<file path="config.mk">
export PLATFORM = sky130hd
export DESIGN_NAME = fft_bfu_sched_flat
export DESIGN_NICKNAME = d
export VERILOG_FILES = /design/src/rtl/fft_bfu_sched_if.sv /design/src/rtl/fft_bfu_sched.sv /design/src/flat_wrapper.sv
export SDC_FILE = /design/constraint.sdc
export NUM_CORES = 1
export LEC_CHECK = 0
export CORE_UTILIZATION = 44
export DETAILED_ROUTE_END_ITERATION = 8
export DONT_BUFFER_PORTS = 1
export PLACE_DENSITY = 0.6
export SYNTH_ARGS = -nofsm -noshare
export SYNTH_HDL_FRONTEND = slang
export SYNTH_SLANG_ARGS = --single-unit
</file>
<file path="constraint.sdc">
create_clock -name clk -period 2 [get_ports clk]
set_input_delay 0.4 -clock clk [delete_from_list [all_inputs] [get_ports clk]]
set_output_delay 0.4 -clock clk [all_outputs]
set_load 0.05 [all_outputs]
</file>
<file path="src/rtl/fft_bfu_sched_if.sv">
// ---------------------------------------------------------------------------
// fft_bfu_sched_if
// Bus bundle between the FFT butterfly scheduler and its environment.
//   start                 : request a transform (controller -> scheduler)
//   stall                 : issue hold, present only with FFT_SCHED_STALL_EN
//   busy, done, stage     : scheduler status
//   rd_en, rd_addr_a/b    : sample RAM read strobe and butterfly addresses
//   tw_addr               : twiddle ROM index aligned with rd_en
//   wr_en, wr_addr_a/b    : write-back strobe and addresses aligned with BFU
// Modports: master = controller side, slave = scheduler side.
// ---------------------------------------------------------------------------
interface fft_bfu_sched_if #(
  parameter int N_LOG2 = 4
);
  localparam int SW = ($clog2(N_LOG2) < 1) ? 1 : $clog2(N_LOG2);

  logic              start;
  logic              busy;
  logic              done;
  logic [SW-1:0]     stage;
  logic              rd_en;
  logic [N_LOG2-1:0] rd_addr_a;
  logic [N_LOG2-1:0] rd_addr_b;
  logic [N_LOG2-2:0] tw_addr;
  logic              wr_en;
  logic [N_LOG2-1:0] wr_addr_a;
  logic [N_LOG2-1:0] wr_addr_b;
`ifdef FFT_SCHED_STALL_EN
  logic              stall;

  modport master (
    output start, stall,
    input  busy, done, stage, rd_en, rd_addr_a, rd_addr_b, tw_addr,
           wr_en, wr_addr_a, wr_addr_b
  );
  modport slave (
    input  start, stall,
    output busy, done, stage, rd_en, rd_addr_a, rd_addr_b, tw_addr,
           wr_en, wr_addr_a, wr_addr_b
  );
`else
  modport master (
    output start,
    input  busy, done, stage, rd_en, rd_addr_a, rd_addr_b, tw_addr,
           wr_en, wr_addr_a, wr_addr_b
  );
  modport slave (
    input  start,
    output busy, done, stage, rd_en, rd_addr_a, rd_addr_b, tw_addr,
           wr_en, wr_addr_a, wr_addr_b
  );
`endif
endinterface

</file>
<file path="src/rtl/fft_bfu_sched.sv">
// ---------------------------------------------------------------------------
// fft_bfu_sched
// Sequencer for a single radix-2 butterfly unit running an in-place N-point
// DIT FFT on a dual-port sample RAM (data already bit-reverse loaded).
// Per stage it issues N/2 butterfly reads (A/B address + twiddle index),
// delays the addresses by RD_LAT+BFU_LAT cycles to form the write-back
// strobes, and waits until every write of the stage has landed before the
// next stage starts reading.
//
// Ports:
//   clk   : clock, rising edge
//   rst   : synchronous active-high reset; abandons any transform in flight
//   bus   : fft_bfu_sched_if.slave (start, busy, done, stage, rd_*, tw_addr,
//           wr_*; plus stall when FFT_SCHED_STALL_EN is defined)
//
// Build option: FFT_SCHED_STALL_EN adds bus.stall, which freezes issue in RUN
// while the write pipe keeps shifting (the BFU itself cannot be held).
//
// All outputs are decodes of registered state; address outputs are forced to
// zero whenever their strobe is low so the idle bus is all-zero.
// ---------------------------------------------------------------------------
module fft_bfu_sched #(
  parameter int N_LOG2  = 4,
  parameter int RD_LAT  = 1,
  parameter int BFU_LAT = 4
) (
  input  logic             clk,
  input  logic             rst,
  fft_bfu_sched_if.slave   bus
);
  localparam int WR_DLY = RD_LAT + BFU_LAT;
  localparam int SW     = ($clog2(N_LOG2) < 1) ? 1 : $clog2(N_LOG2);
  localparam int CW     = $clog2(WR_DLY + 1);
  localparam int TW_W   = N_LOG2 - 1;
  localparam logic [N_LOG2-1:0] K_LAST = N_LOG2'((1 << (N_LOG2 - 1)) - 1);
  localparam logic [SW-1:0]     LAST_S = SW'(N_LOG2 - 1);

  typedef enum logic [1:0] {
    ST_IDLE  = 2'd0,
    ST_RUN   = 2'd1,
    ST_DRAIN = 2'd2,
    ST_DONE  = 2'd3
  } state_t;

  state_t            state_r, state_nx_s;
  logic [SW-1:0]     s_r, s_nx_s;
  logic [N_LOG2-1:0] k_r, k_nx_s;
  logic [CW-1:0]     inflight_r;
  logic              issue_s;
  logic              stall_s;
  logic              wr_en_s;
  logic [N_LOG2-1:0] mask_s, pos_s, addr_a_s, addr_b_s;
  logic [N_LOG2-1:0] rd_a_s, rd_b_s;
  logic [TW_W-1:0]   tw_s, rd_tw_s;

  logic              pipe_v_r [WR_DLY];
  logic [N_LOG2-1:0] pipe_a_r [WR_DLY];
  logic [N_LOG2-1:0] pipe_b_r [WR_DLY];

`ifdef FFT_SCHED_STALL_EN
  assign stall_s = bus.stall;
`else
  assign stall_s = 1'b0;
`endif

  assign wr_en_s = pipe_v_r[WR_DLY-1];

  // Butterfly addressing: a inserts a zero at bit s of k, b sets that bit.
  always_comb begin
    mask_s   = (N_LOG2'(1) << s_r) - N_LOG2'(1);
    pos_s    = k_r & mask_s;
    addr_a_s = ((k_r & ~mask_s) << 1'b1) | pos_s;
    addr_b_s = addr_a_s | (N_LOG2'(1) << s_r);
    tw_s     = TW_W'(pos_s << (LAST_S - s_r));
    if (issue_s) begin
      rd_a_s  = addr_a_s;
      rd_b_s  = addr_b_s;
      rd_tw_s = tw_s;
    end else begin
      rd_a_s  = {N_LOG2{1'b0}};
      rd_b_s  = {N_LOG2{1'b0}};
      rd_tw_s = {TW_W{1'b0}};
    end
  end

  // Next-state, stage/k sequencing and read issue.
  always_comb begin
    state_nx_s = state_r;
    s_nx_s     = s_r;
    k_nx_s     = k_r;
    issue_s    = 1'b0;
    case (state_r)
      ST_IDLE: begin
        if (bus.start) begin
          state_nx_s = ST_RUN;
          s_nx_s     = {SW{1'b0}};
          k_nx_s     = {N_LOG2{1'b0}};
        end else begin
          state_nx_s = ST_IDLE;
        end
      end
      ST_RUN: begin
        if (stall_s) begin
          state_nx_s = ST_RUN;
        end else begin
          issue_s = 1'b1;
          if (k_r == K_LAST) begin
            k_nx_s     = {N_LOG2{1'b0}};
            state_nx_s = ST_DRAIN;
          end else begin
            k_nx_s = k_r + N_LOG2'(1);
          end
        end
      end
      ST_DRAIN: begin
        // Reads of the next stage must not start until the last write lands.
        if (inflight_r == {CW{1'b0}}) begin
          if (s_r == LAST_S) begin
            state_nx_s = ST_DONE;
          end else begin
            s_nx_s     = s_r + SW'(1);
            state_nx_s = ST_RUN;
          end
        end else begin
          state_nx_s = ST_DRAIN;
        end
      end
      ST_DONE: begin
        // A start held across DONE chains straight into the next transform.
        if (bus.start) begin
          state_nx_s = ST_RUN;
          s_nx_s     = {SW{1'b0}};
          k_nx_s     = {N_LOG2{1'b0}};
        end else begin
          state_nx_s = ST_IDLE;
        end
      end
      default: begin
        state_nx_s = ST_IDLE;
      end
    endcase
  end

  // FSM, stage and butterfly index registers.
  always_ff @(posedge clk) begin
    if (rst) begin
      state_r <= ST_IDLE;
      s_r     <= {SW{1'b0}};
      k_r     <= {N_LOG2{1'b0}};
    end else begin
      state_r <= state_nx_s;
      s_r     <= s_nx_s;
      k_r     <= k_nx_s;
    end
  end

  // In-flight butterfly counter: up on issue, down on write-back.
  always_ff @(posedge clk) begin
    if (rst) begin
      inflight_r <= {CW{1'b0}};
    end else begin
      case ({issue_s, wr_en_s})
        2'b10:   inflight_r <= inflight_r + CW'(1);
        2'b01:   inflight_r <= inflight_r - CW'(1);
        default: inflight_r <= inflight_r;
      endcase
    end
  end

  // Write-back delay line; free-running because the BFU has no enable.
  always_ff @(posedge clk) begin
    if (rst) begin
      for (int i = 0; i < WR_DLY; i++) begin
        pipe_v_r[i] <= 1'b0;
        pipe_a_r[i] <= {N_LOG2{1'b0}};
        pipe_b_r[i] <= {N_LOG2{1'b0}};
      end
    end else begin
      pipe_v_r[0] <= issue_s;
      pipe_a_r[0] <= rd_a_s;
      pipe_b_r[0] <= rd_b_s;
      for (int i = 1; i < WR_DLY; i++) begin
        pipe_v_r[i] <= pipe_v_r[i-1];
        pipe_a_r[i] <= pipe_a_r[i-1];
        pipe_b_r[i] <= pipe_b_r[i-1];
      end
    end
  end

  assign bus.busy      = (state_r == ST_RUN) || (state_r == ST_DRAIN);
  assign bus.done      = (state_r == ST_DONE);
  assign bus.stage     = s_r;
  assign bus.rd_en     = issue_s;
  assign bus.rd_addr_a = rd_a_s;
  assign bus.rd_addr_b = rd_b_s;
  assign bus.tw_addr   = rd_tw_s;
  assign bus.wr_en     = wr_en_s;
  assign bus.wr_addr_a = pipe_a_r[WR_DLY-1];
  assign bus.wr_addr_b = pipe_b_r[WR_DLY-1];

  fft_bfu_sched_chk #(
    .N_LOG2 (N_LOG2),
    .CW     (CW)
  ) u_chk (
    .clk      (clk),
    .rst      (rst),
    .k        (k_r),
    .inflight (inflight_r),
    .issue    (issue_s),
    .wr_en    (wr_en_s)
  );
endmodule

// ---------------------------------------------------------------------------
// fft_bfu_sched_chk
// Property checker for the scheduler: butterfly index never passes N/2-1 and
// the in-flight counter never underflows.
// ---------------------------------------------------------------------------
module fft_bfu_sched_chk #(
  parameter int N_LOG2 = 4,
  parameter int CW     = 3
) (
  input logic              clk,
  input logic              rst,
  input logic [N_LOG2-1:0] k,
  input logic [CW-1:0]     inflight,
  input logic              issue,
  input logic              wr_en
);
  localparam logic [N_LOG2-1:0] K_LAST = N_LOG2'((1 << (N_LOG2 - 1)) - 1);

  a_k_range: assert property (@(posedge clk) disable iff (rst) k <= K_LAST);
  a_no_underflow: assert property (@(posedge clk) disable iff (rst)
    !(wr_en && !issue && (inflight == {CW{1'b0}})));
endmodule

</file>
<file path="src/flat_wrapper.sv">
// flat-port wrapper written by rule: the top's interface ports become plain ports
module fft_bfu_sched_flat 
#(
  parameter int N_LOG2  = 4,
  parameter int RD_LAT  = 1,
  parameter int BFU_LAT = 4
)
  (clk, rst, bus_start, bus_busy, bus_done, bus_stage, bus_rd_en, bus_rd_addr_a, bus_rd_addr_b, bus_tw_addr, bus_wr_en, bus_wr_addr_a, bus_wr_addr_b);
  fft_bfu_sched_if #(.N_LOG2(N_LOG2)) bus_i ();
  input  logic clk;
  input  logic rst;
  input wire logic [$bits(bus_i.start)-1:0] bus_start;
  output wire logic [$bits(bus_i.busy)-1:0] bus_busy;
  output wire logic [$bits(bus_i.done)-1:0] bus_done;
  output wire logic [$bits(bus_i.stage)-1:0] bus_stage;
  output wire logic [$bits(bus_i.rd_en)-1:0] bus_rd_en;
  output wire logic [$bits(bus_i.rd_addr_a)-1:0] bus_rd_addr_a;
  output wire logic [$bits(bus_i.rd_addr_b)-1:0] bus_rd_addr_b;
  output wire logic [$bits(bus_i.tw_addr)-1:0] bus_tw_addr;
  output wire logic [$bits(bus_i.wr_en)-1:0] bus_wr_en;
  output wire logic [$bits(bus_i.wr_addr_a)-1:0] bus_wr_addr_a;
  output wire logic [$bits(bus_i.wr_addr_b)-1:0] bus_wr_addr_b;
  assign bus_i.start = bus_start;
  assign bus_busy = bus_i.busy;
  assign bus_done = bus_i.done;
  assign bus_stage = bus_i.stage;
  assign bus_rd_en = bus_i.rd_en;
  assign bus_rd_addr_a = bus_i.rd_addr_a;
  assign bus_rd_addr_b = bus_i.rd_addr_b;
  assign bus_tw_addr = bus_i.tw_addr;
  assign bus_wr_en = bus_i.wr_en;
  assign bus_wr_addr_a = bus_i.wr_addr_a;
  assign bus_wr_addr_b = bus_i.wr_addr_b;
  fft_bfu_sched #(.N_LOG2(N_LOG2), .RD_LAT(RD_LAT), .BFU_LAT(BFU_LAT)) u_core (.clk(clk), .rst(rst), .bus(bus_i));
endmodule
</file>
Yosys cells after proc, flatten, opt, wreduce, memory -nomap -nowiden
Memory sizes are Yosys's and may differ from the RTL's.
Cells that the tools add are included.
{ "word_totals": {"inputBits": 3, "mem_count": 3, "mem_bits_ro": 0, "word_cells": 90, "out_inout_bits": 25, "mem_bits_rw": 45, "regBits": 11, "latchBits": 0} }
{ "mem_list": {"columns": ["name", "words", "width", "rd", "rd_ports_with_merged_regs", "wr", "line", "source"], "rows": [
  ["u_core.pipe_a_r", 5, 4, 5, 0, 5, "fft_bfu_sched.sv:57", "logic [N_LOG2-1:0] pipe_a_r [WR_DLY];"],
  ["u_core.pipe_b_r", 5, 4, 5, 0, 5, "fft_bfu_sched.sv:58", "logic [N_LOG2-1:0] pipe_b_r [WR_DLY];"],
  ["u_core.pipe_v_r", 5, 1, 5, 0, 5, "fft_bfu_sched.sv:56", "logic pipe_v_r [WR_DLY];"]
]} }
{ "classes": {"n_lt_le_gt_ge": 0, "div": 0, "add_sub_neg": 6, "mul": 0, "n_eq_ne": 11, "shift": 2, "reduce_logical": 9, "mux": 35, "bitwise_logic": 20} }
{ "ops": {"columns": ["op", "count"], "rows": [
  ["$mux 4", 14],
  ["$or 1x1->1", 15],
  ["$mux 2", 6],
  ["$mux 1", 10],
  ["$eq 2x2->1 const B", 4],
  ["$or 4x4->4", 2],
  ["$pmux 4 s2", 1],
  ["$ne 2x1->1 const B", 3],
  ["$pmux 2 s3", 1],
  ["$pmux 3 s2", 1],
  ["$reduce_bool 2->1", 3],
  ["$add 4x1->4 const B", 1],
  ["$and 4x4->4", 1],
  ["$eq 2x1->1 const B", 2],
  ["$eq 4x3->1 const B", 1],
  ["$pmux 2 s2", 1],
  ["$reduce_and 4->1", 1],
  ["$shl 1x2->4 const A", 1],
  ["$shl 4x2->3", 1],
  ["$sub 4x2->4 const B", 1],
  ["$add 3x1->3 const B", 1],
  ["$and 3x3->3", 1],
  ["$logic_not 3->1", 1],
  ["$mux 3", 1],
  ["other kinds (9)", 9]
]} }

Depth between registers and ports, before layout
Gate-level depths: netlist (run 1).
{ "logic_depth": {"ltp_word": 8, "depth_mapped": 10, "depth_no_buf": 9} }

Worst setup path after synthesis (run 1)
Ideal clock, no wire load.
{ "synth_timing": {"kind": "register to output", "start": "reg u_core.s_r[0] (netlist: u_core.bus.stage[0])", "end": "out bus_tw_addr[2]", "path_slack_ns": -1.257, "t_required_ns": 1.600, "stages_incl_launch_ff": 6, "n_path_buf": 0, "arrival_ns": 2.857, "path_cell_list": "dfxtp_1 > inv_1 > ha_1 > xnor2_1 > nand3_1 > a221oi_1"} }
{ "synth_via": {"elab_chain_len": 5, "elab_cells_between_ends": 6, "classes_between": "add/sub (2); shift (2); mux (1); bitwise (1)"} }
{ "synth_lines": {"columns": ["element", "line", "source"], "rows": [
  ["start: declaration", "fft_bfu_sched.sv:46", "logic [SW-1:0] s_r, s_nx_s;"],
  ["start signal: assignment", "fft_bfu_sched.sv:148", "s_r <= {SW{1'b0}};"],
  ["start signal: assignment", "fft_bfu_sched.sv:152", "s_r <= s_nx_s;"],
  ["$shl 1x2->4", "fft_bfu_sched.sv:70", "mask_s = (N_LOG2'(1) << s_r) - N_LOG2'(1);"],
  ["$sub 4x2->4", "fft_bfu_sched.sv:70", null],
  ["$and 4x4->4", "fft_bfu_sched.sv:71", "pos_s = k_r & mask_s;"],
  ["$shl 4x2->3 (*)", "fft_bfu_sched.sv:74", "tw_s = TW_W'(pos_s << (LAST_S - s_r));"],
  ["$mux 3 (*)", "fft_bfu_sched.sv:75", "if (issue_s) begin"],
  ["end: declaration", "flat_wrapper.sv:19", "output wire logic [$bits(bus_i.tw_addr)-1:0] bus_tw_addr;"]
]} }
Mark *: on every way between the ends. The rest lies on a longest branch, timed or not.

Final worst setup path (run 1)
Ends and elaborated chain as after synthesis.

==> results of run 1 <==
area by class of cell:
type	count	area (µm²)	area share [%]
clock inverters	3	21.3	0.797
inverters	14	65.1	2.44
clock buffers	5	68.8	2.58
repair buffers	21	224	8.39
well taps	67	83.8	3.14
flip-flops and latches	56	1130	42.4
multi-input cells	130	1080	40.3
cell families after synthesis:
kind of cell | after synthesis | synth area share, %
mux | 1 | 0.464
flops | 56 | 51.9
compound gates | 28 | 8.70
xor+xnor | 4 | 1.62
fa+ha+maj | 13 | 7.88
simple gates | 84 | 23.0
buf+inv | 28 | 6.38
cells in the mapped netlist (all sizes together), types with 2 or more instances:
master / instances
dfxtp: 56
nor2b: 38
inv: 14
nor2: 13
ha: 12
a21oi: 11
buf: 11
nand2: 9
a31oi: 4
a311oi: 3
and2: 3
clkbuf: 3
nand2b: 3
nand3b: 3
nor3b: 3
xor2: 3
nand4: 2
nor3: 2
o21ai: 2
metrics by stage:
step | area, µm² | utilization (%) | hold slack, ps | setup TNS, ps
final | 2670 | 56.5 | 158 | -393
after global routing | 2670 | 56.5 | 141 | -930
after CTS | 2650 | 56.0 | 144 | -421
after detailed placement | 2440 | 51.7 | 420 | 0
after global placement | 2440 | 51.7 | 416 | 0
after floorplan | 2280 | - | 414 | -39.4
power groups by stage:
| stage | Combinational (mW) | Clock (mW) | Sequential [mW] |
|---|---|---|---|
| after floorplan | 0.566 | 0 | 1.26 |
| after global placement | 0.693 | 0 | 1.25 |
| after detailed placement | 0.703 | 0 | 1.26 |
| after CTS | 0.771 | 0.632 | 1.23 |
| after global routing | 0.850 | 0.684 | 1.24 |
| final | 0.799 | 0.608 | 1.23 |
path summary, 6_finish.rpt:
path                            depth (start not counted)                              from  slack (ps)                                 to
worst max register to register                          9    u_core.state_r[1]$_SDFFE_PP0P_         170  u_core.inflight_r[2]$_SDFFE_PP0P_
worst max-delay path                                    6  u_core.bus.stage[0]$_SDFFE_PP0P_        -110                     bus_tw_addr[2]
worst min register to register                          1  u_core.pipe_b_r[0][5]$_SDFF_PP0_         440   u_core.pipe_b_r[0][9]$_SDFF_PP0_
worst min-delay path                                    1                               rst         160         u_core.k_r[3]$_SDFFE_PP0P_
repair_timing:
item	CTS	global route
buffers inserted	5	1
pin swaps	6	0
setup endpoints to repair	10	10
resized for setup	15	1
flip-flops by register name, summed over array words and instances, names as in the netlist:
register and flops:
u_core.bus.stage 2, u_core.inflight_r 3, u_core.pipe_v_r 5, u_core.pipe_a_r 20, u_core.pipe_b_r 20, u_core.k_r 4
u_core.state_r 2
metal layers:
layer / vias up / wire (µm)
li1: 722 / -
met1: 660 / 1780
met2: 33 / 1790
met3: 8 / 168
met4: 0 / 79
met5: - / 0
worst max-delay path: stages, from the launching register on:
cell	delay, ps
dfxtp_4	400
inv_4	50
ha_4	180
xnor2_4	210
nand3_2	110
a221oi_4	280
buf_12	170
==> flow_summary.ini, run 1 <==
[timing]
postLayoutSetupSlackWorst_ps = -109
finClkSkew_ps = 2.77
drv_slew = 0
fin_crit_sh_pct = 105
rsz0062_at_grt = yes
worstMarginPinSlew_ps = 488
hold_viol = 0
min_period_ps = 2110
slew_headroom_pct = 67.5
setup_violations = 6
fmax_mhz = 474

[global_routing]
grt_pass1_vias = 1370
antenna_found_initial = 0
grt_start_max_net_pins = 49
grt-ovfl-total = 0
groute.usage.overall_pct = 16.1
busiest_layer = met2
grt_pass1_wl_mm = 6.37
use_met2_pct = 26.3
grt_use_met1_pct = 19.3
grtUsageMet3_pct = 4.86

[final_layout]
antennaDiodeCount = 0
num-nets-final = 244
area.growth.synth_to_final_pct = 23.7
final_cells = 296
fillers = 404
layout-drive-gt1-share_pct = 27.1
final_common_cell = dfxtp_1
mostFrequentLayoutCells = 52 x dfxtp_1, 37 x nor2b_1, 15 x buf_4, 10 x inv_1

[die]
die_w_um = 72.0
io_pins = 28
die-area_um2 = 5190
core_area_um2 = 4720
die_y_um = 72.0
start_util_pct = 45.7
rows = 25

[cts]
cts.reportedPaths.clkPinSlew_ps = 90
cts_sinks = 56
hold_buffers = 0
htree_levels = 2
cts_tree = done
clkLatencyLatePin_ps = 300
cts_buffers = 5
clock_path_buffers = 2
cts-root-buf = clkbuf_8

[power_and_ir_drop]
p_sw_mw = 0.896
comb_power_share_pct = 30.3
power.density_nw_per_um2 = 988
switching_share_pct = 33.9
seqPwrFrac_pct = 46.7
p_total_mw = 2.64
ir_drop_mv = 0.408
p_int_mw = 1.74
p_leak_nw = 1.01
power_frac_clock_pct = 23.0

[worst_setup_path]
worst-setup-path-type = flop to output port
crit_arrival_ps = 1710
crit_fanout = 4
cp-start-kind = flop
cp.required_ps = 1600
worstSetupEndpointType = output port

[logic_synthesis]
synth_top_area_share_pct = 51.9
syn-cell-area_um2 = 2160
postSynthCellCount = 214
ys_seq_area_share_pct = 51.9
synth_edf_count = 0
yosys_warnings = 0
synth-seq-cells = 56
async_reset_ff_share_pct = 0
synth_nets = 230
synth_area_leaders = dfxtp_1 52%, nor2b_1 11%, ha_1 7.0%
yosysTopAreaCell = dfxtp_1
synth_flop_cell = dfxtp_1
synth_cell_type_count = 42
syn_avg_cell_area_um2 = 10.1

[place]
post-place-ws_ps = 79.6
place.port_buffers = 0
gp_congestion = 0.808
dp_hpwl_mm = 2.58
placedCellCount = 283

[drt]
wirelength_mm = 3.81
vias_per_cell = 4.81
drc = 0
drt_iter0_drc = 87
wl_per_cell_um = 12.9
drt_pre_antenna_iters = 4
num_vias = 1423
ant_nets = 0

[run_status]
violations = negative setup slack
status = complete, but fails checks

[job]
cap_viol_max_count = 0

[worst_hold_path]
hold_class = primary input to flop
(Power assumes the default switching activity.)
==> inputs of run 2 (changes only) <==
--- a/config.mk
+++ b/config.mk
@@ -5,10 +5,12 @@
 export SDC_FILE = /design/constraint.sdc
 export NUM_CORES = 1
 export LEC_CHECK = 0
-export CORE_UTILIZATION = 44
+export CELL_PAD_IN_SITES_DETAIL_PLACEMENT = 1
+export CELL_PAD_IN_SITES_GLOBAL_PLACEMENT = 2
+export CORE_UTILIZATION = 35
 export DETAILED_ROUTE_END_ITERATION = 8
 export DONT_BUFFER_PORTS = 1
-export PLACE_DENSITY = 0.6
+export PLACE_DENSITY = 0.72
 export SYNTH_ARGS = -nofsm -noshare
 export SYNTH_HDL_FRONTEND = slang
 export SYNTH_SLANG_ARGS = --single-unit
==> run 2 against run 1 <==
The flow still finishes with violations (negative setup slack). Utilization down 11 points. Cell area up 1.9%. Count of clock-buffer cells in the layout up 1. Clock skew up 7.7 ps. Cell count up 4.1%. Global-route usage down 0.82 points. Largest cell class unchanged. Wire length up 20%. Combinational power up 4.6%. Highest routed layer unchanged.
==> flow_summary.ini, run 2 (same netlist as run 1, synthesis figures left out) <==
[place]
place.port_buffers = 0
dp_hpwl_mm = 3.07
gp_congestion = 0.785
post-place-ws_ps = 78.2

[drt]
drt_pre_antenna_iters = 4
wl_per_cell_um = 14.8
vias_per_cell = 4.89
drt_iter0_drc = 39
ant_nets = 0
drc = 0
wirelength_mm = 4.57
num_vias = 1506

[timing]
fmax_mhz = 459
fin_crit_sh_pct = 109
drv_slew = 0
slew_headroom_pct = 66.2
hold_viol = 0
min_period_ps = 2180
setup_violations = 8
rsz0062_at_grt = yes
finClkSkew_ps = 10.4
postLayoutSetupSlackWorst_ps = -179
worstMarginPinSlew_ps = 508

[worst_setup_path]
cp.required_ps = 1600
crit_arrival_ps = 1780
worstSetupEndpointType = output port
crit_fanout = 5
cp.depth = 6
r2r_start = u_core.state_r[1]$_SDFFE_PP0P_
r2r-end = u_core.inflight_r[2]$_SDFFE_PP0P_
crit_path_start = u_core.bus.stage[0]$_SDFFE_PP0P_
cp-start-kind = flop
endpoint = bus_rd_addr_b[2]
worst_path_largest_cell_delay_ps = 410
crit_path_cell_trace = inv_4 > ha_4 > xnor2_4 > buf_6 > a2bb2oi_4 > a21oi_4
crit_path_top_delay_cell = dfxtp_4
worst-setup-path-type = flop to output port
rr_worst_depth = 9
critPathTopFamily = compound AO/OA/AOI/OAI gates
worst-path-buf-inv = 2
rrSetupSlack_ps = 120

[cts]
clkLatencyLatePin_ps = 310
clock_path_buffers = 2
htree_levels = 2
cts.reportedPaths.clkPinSlew_ps = 100
cts_tree = done
cts_sinks = 56
cts-root-buf = clkbuf_8
cts_buffers = 5
hold_buffers = 0

[die]
die_y_um = 80.5
core_area_um2 = 5920
io_pins = 28
rows = 28
die_w_um = 80.5
die-area_um2 = 6480
start_util_pct = 36.5

[global_routing]
grt_pass1_vias = 1538
grt-ovfl-total = 0
groute.usage.overall_pct = 15.3
grt_start_max_net_pins = 49
antenna_found_initial = 0
grt_pass1_wl_mm = 7.36

[final_layout]
final_util_pct = 45.9
area.growth.synth_to_final_pct = 26.0
antennaDiodeCount = 0
num-nets-final = 248
final_common_cell = dfxtp_1
fillers = 646
mostFrequentLayoutCells = 52 x dfxtp_1, 38 x nor2b_1, 15 x buf_4, 10 x inv_1, 9 x nor2_1
reg.largest.list = u_core.pipe_a_r x20, u_core.pipe_b_r x20, u_core.pipe_v_r x5
layout-drive-gt1-share_pct = 27.0

[power_and_ir_drop]
ir_drop_mv = 0.493
p_leak_nw = 1.05
power.density_nw_per_um2 = 986

[run_status]
status = complete, but fails checks
violations = negative setup slack

[worst_hold_path]
hold_class = primary input to flop

[job]
cap_viol_max_count = 0
run 2: how the worst min path moves through the flow:
stage | endpoint | startpoint | depth (start not counted)
2_1_floorplan | u_core.pipe_a_r[0][10]$_SDFF_PP0_ | u_core.pipe_a_r[0][6]$_SDFF_PP0_ | 1
3_3_place_gp | u_core.pipe_b_r[0][12]$_SDFF_PP0_ | u_core.pipe_b_r[0][8]$_SDFF_PP0_ | 1
3_5_place_dp | u_core.pipe_b_r[0][8]$_SDFF_PP0_ | u_core.pipe_b_r[0][4]$_SDFF_PP0_ | 1
4_1_cts | u_core.inflight_r[2]$_SDFFE_PP0P_ | rst | 1
5_1_grt | u_core.inflight_r[0]$_SDFFE_PP0P_ | rst | 1
6_report | u_core.inflight_r[0]$_SDFFE_PP0P_ | rst | 1
run 2: routing by layer:
layer | vias to the layer above | wire length, µm | GRT usage (%)
met5 | - | 0 | 0
met4 | 0 | 182 | 10.4
met3 | 13 | 153 | 3.86
met2 | 28 | 2280 | 26.4
met1 | 731 | 1950 | 16.3
li1 | 734 | - | -
run 2: area by class of cell:
class | count | area (µm²) | area share (%)
multi-input combinational | 130 | 1080 | 39.7
timing repair buffer | 25 | 253 | 9.29
sequential | 56 | 1130 | 41.7
clock buffer | 6 | 72.6 | 2.67
inverter | 14 | 72.6 | 2.67
tap | 75 | 93.8 | 3.45
clock inverter | 2 | 16.3 | 0.598
run 2: repair_timing:
item | in CTS | in global routing
endpoints found under the hold margin | 0 | 0
pin swaps | 6 | 2
resized for setup | 12 | 10
setup buffers | 7 | 3
setup endpoints to repair | 9 | 9
run 2: through the flow:
step | instance area [µm²] | hold WS, ps | setup TNS [ps] | total power, mW | cells
2_1_floorplan | 2280 | 414 | -39.4 | 1.82 | 214
3_3_place_gp | 2450 | 417 | 0 | 1.96 | 291
3_5_place_dp | 2450 | 424 | 0 | 1.99 | 291
4_1_cts | 2650 | 133 | -619 | 2.66 | 305
5_1_grt | 2720 | 122 | -1390 | 2.83 | 308
6_report | 2720 | 144 | -794 | 2.68 | 308
run 2: report_power, final:
part | total [mW] | switching [mW] | internal [mW]
Sequential | 1.24 | 0.0636 | 1.17
Clock | 0.611 | 0.361 | 0.250
Combinational | 0.836 | 0.497 | 0.339
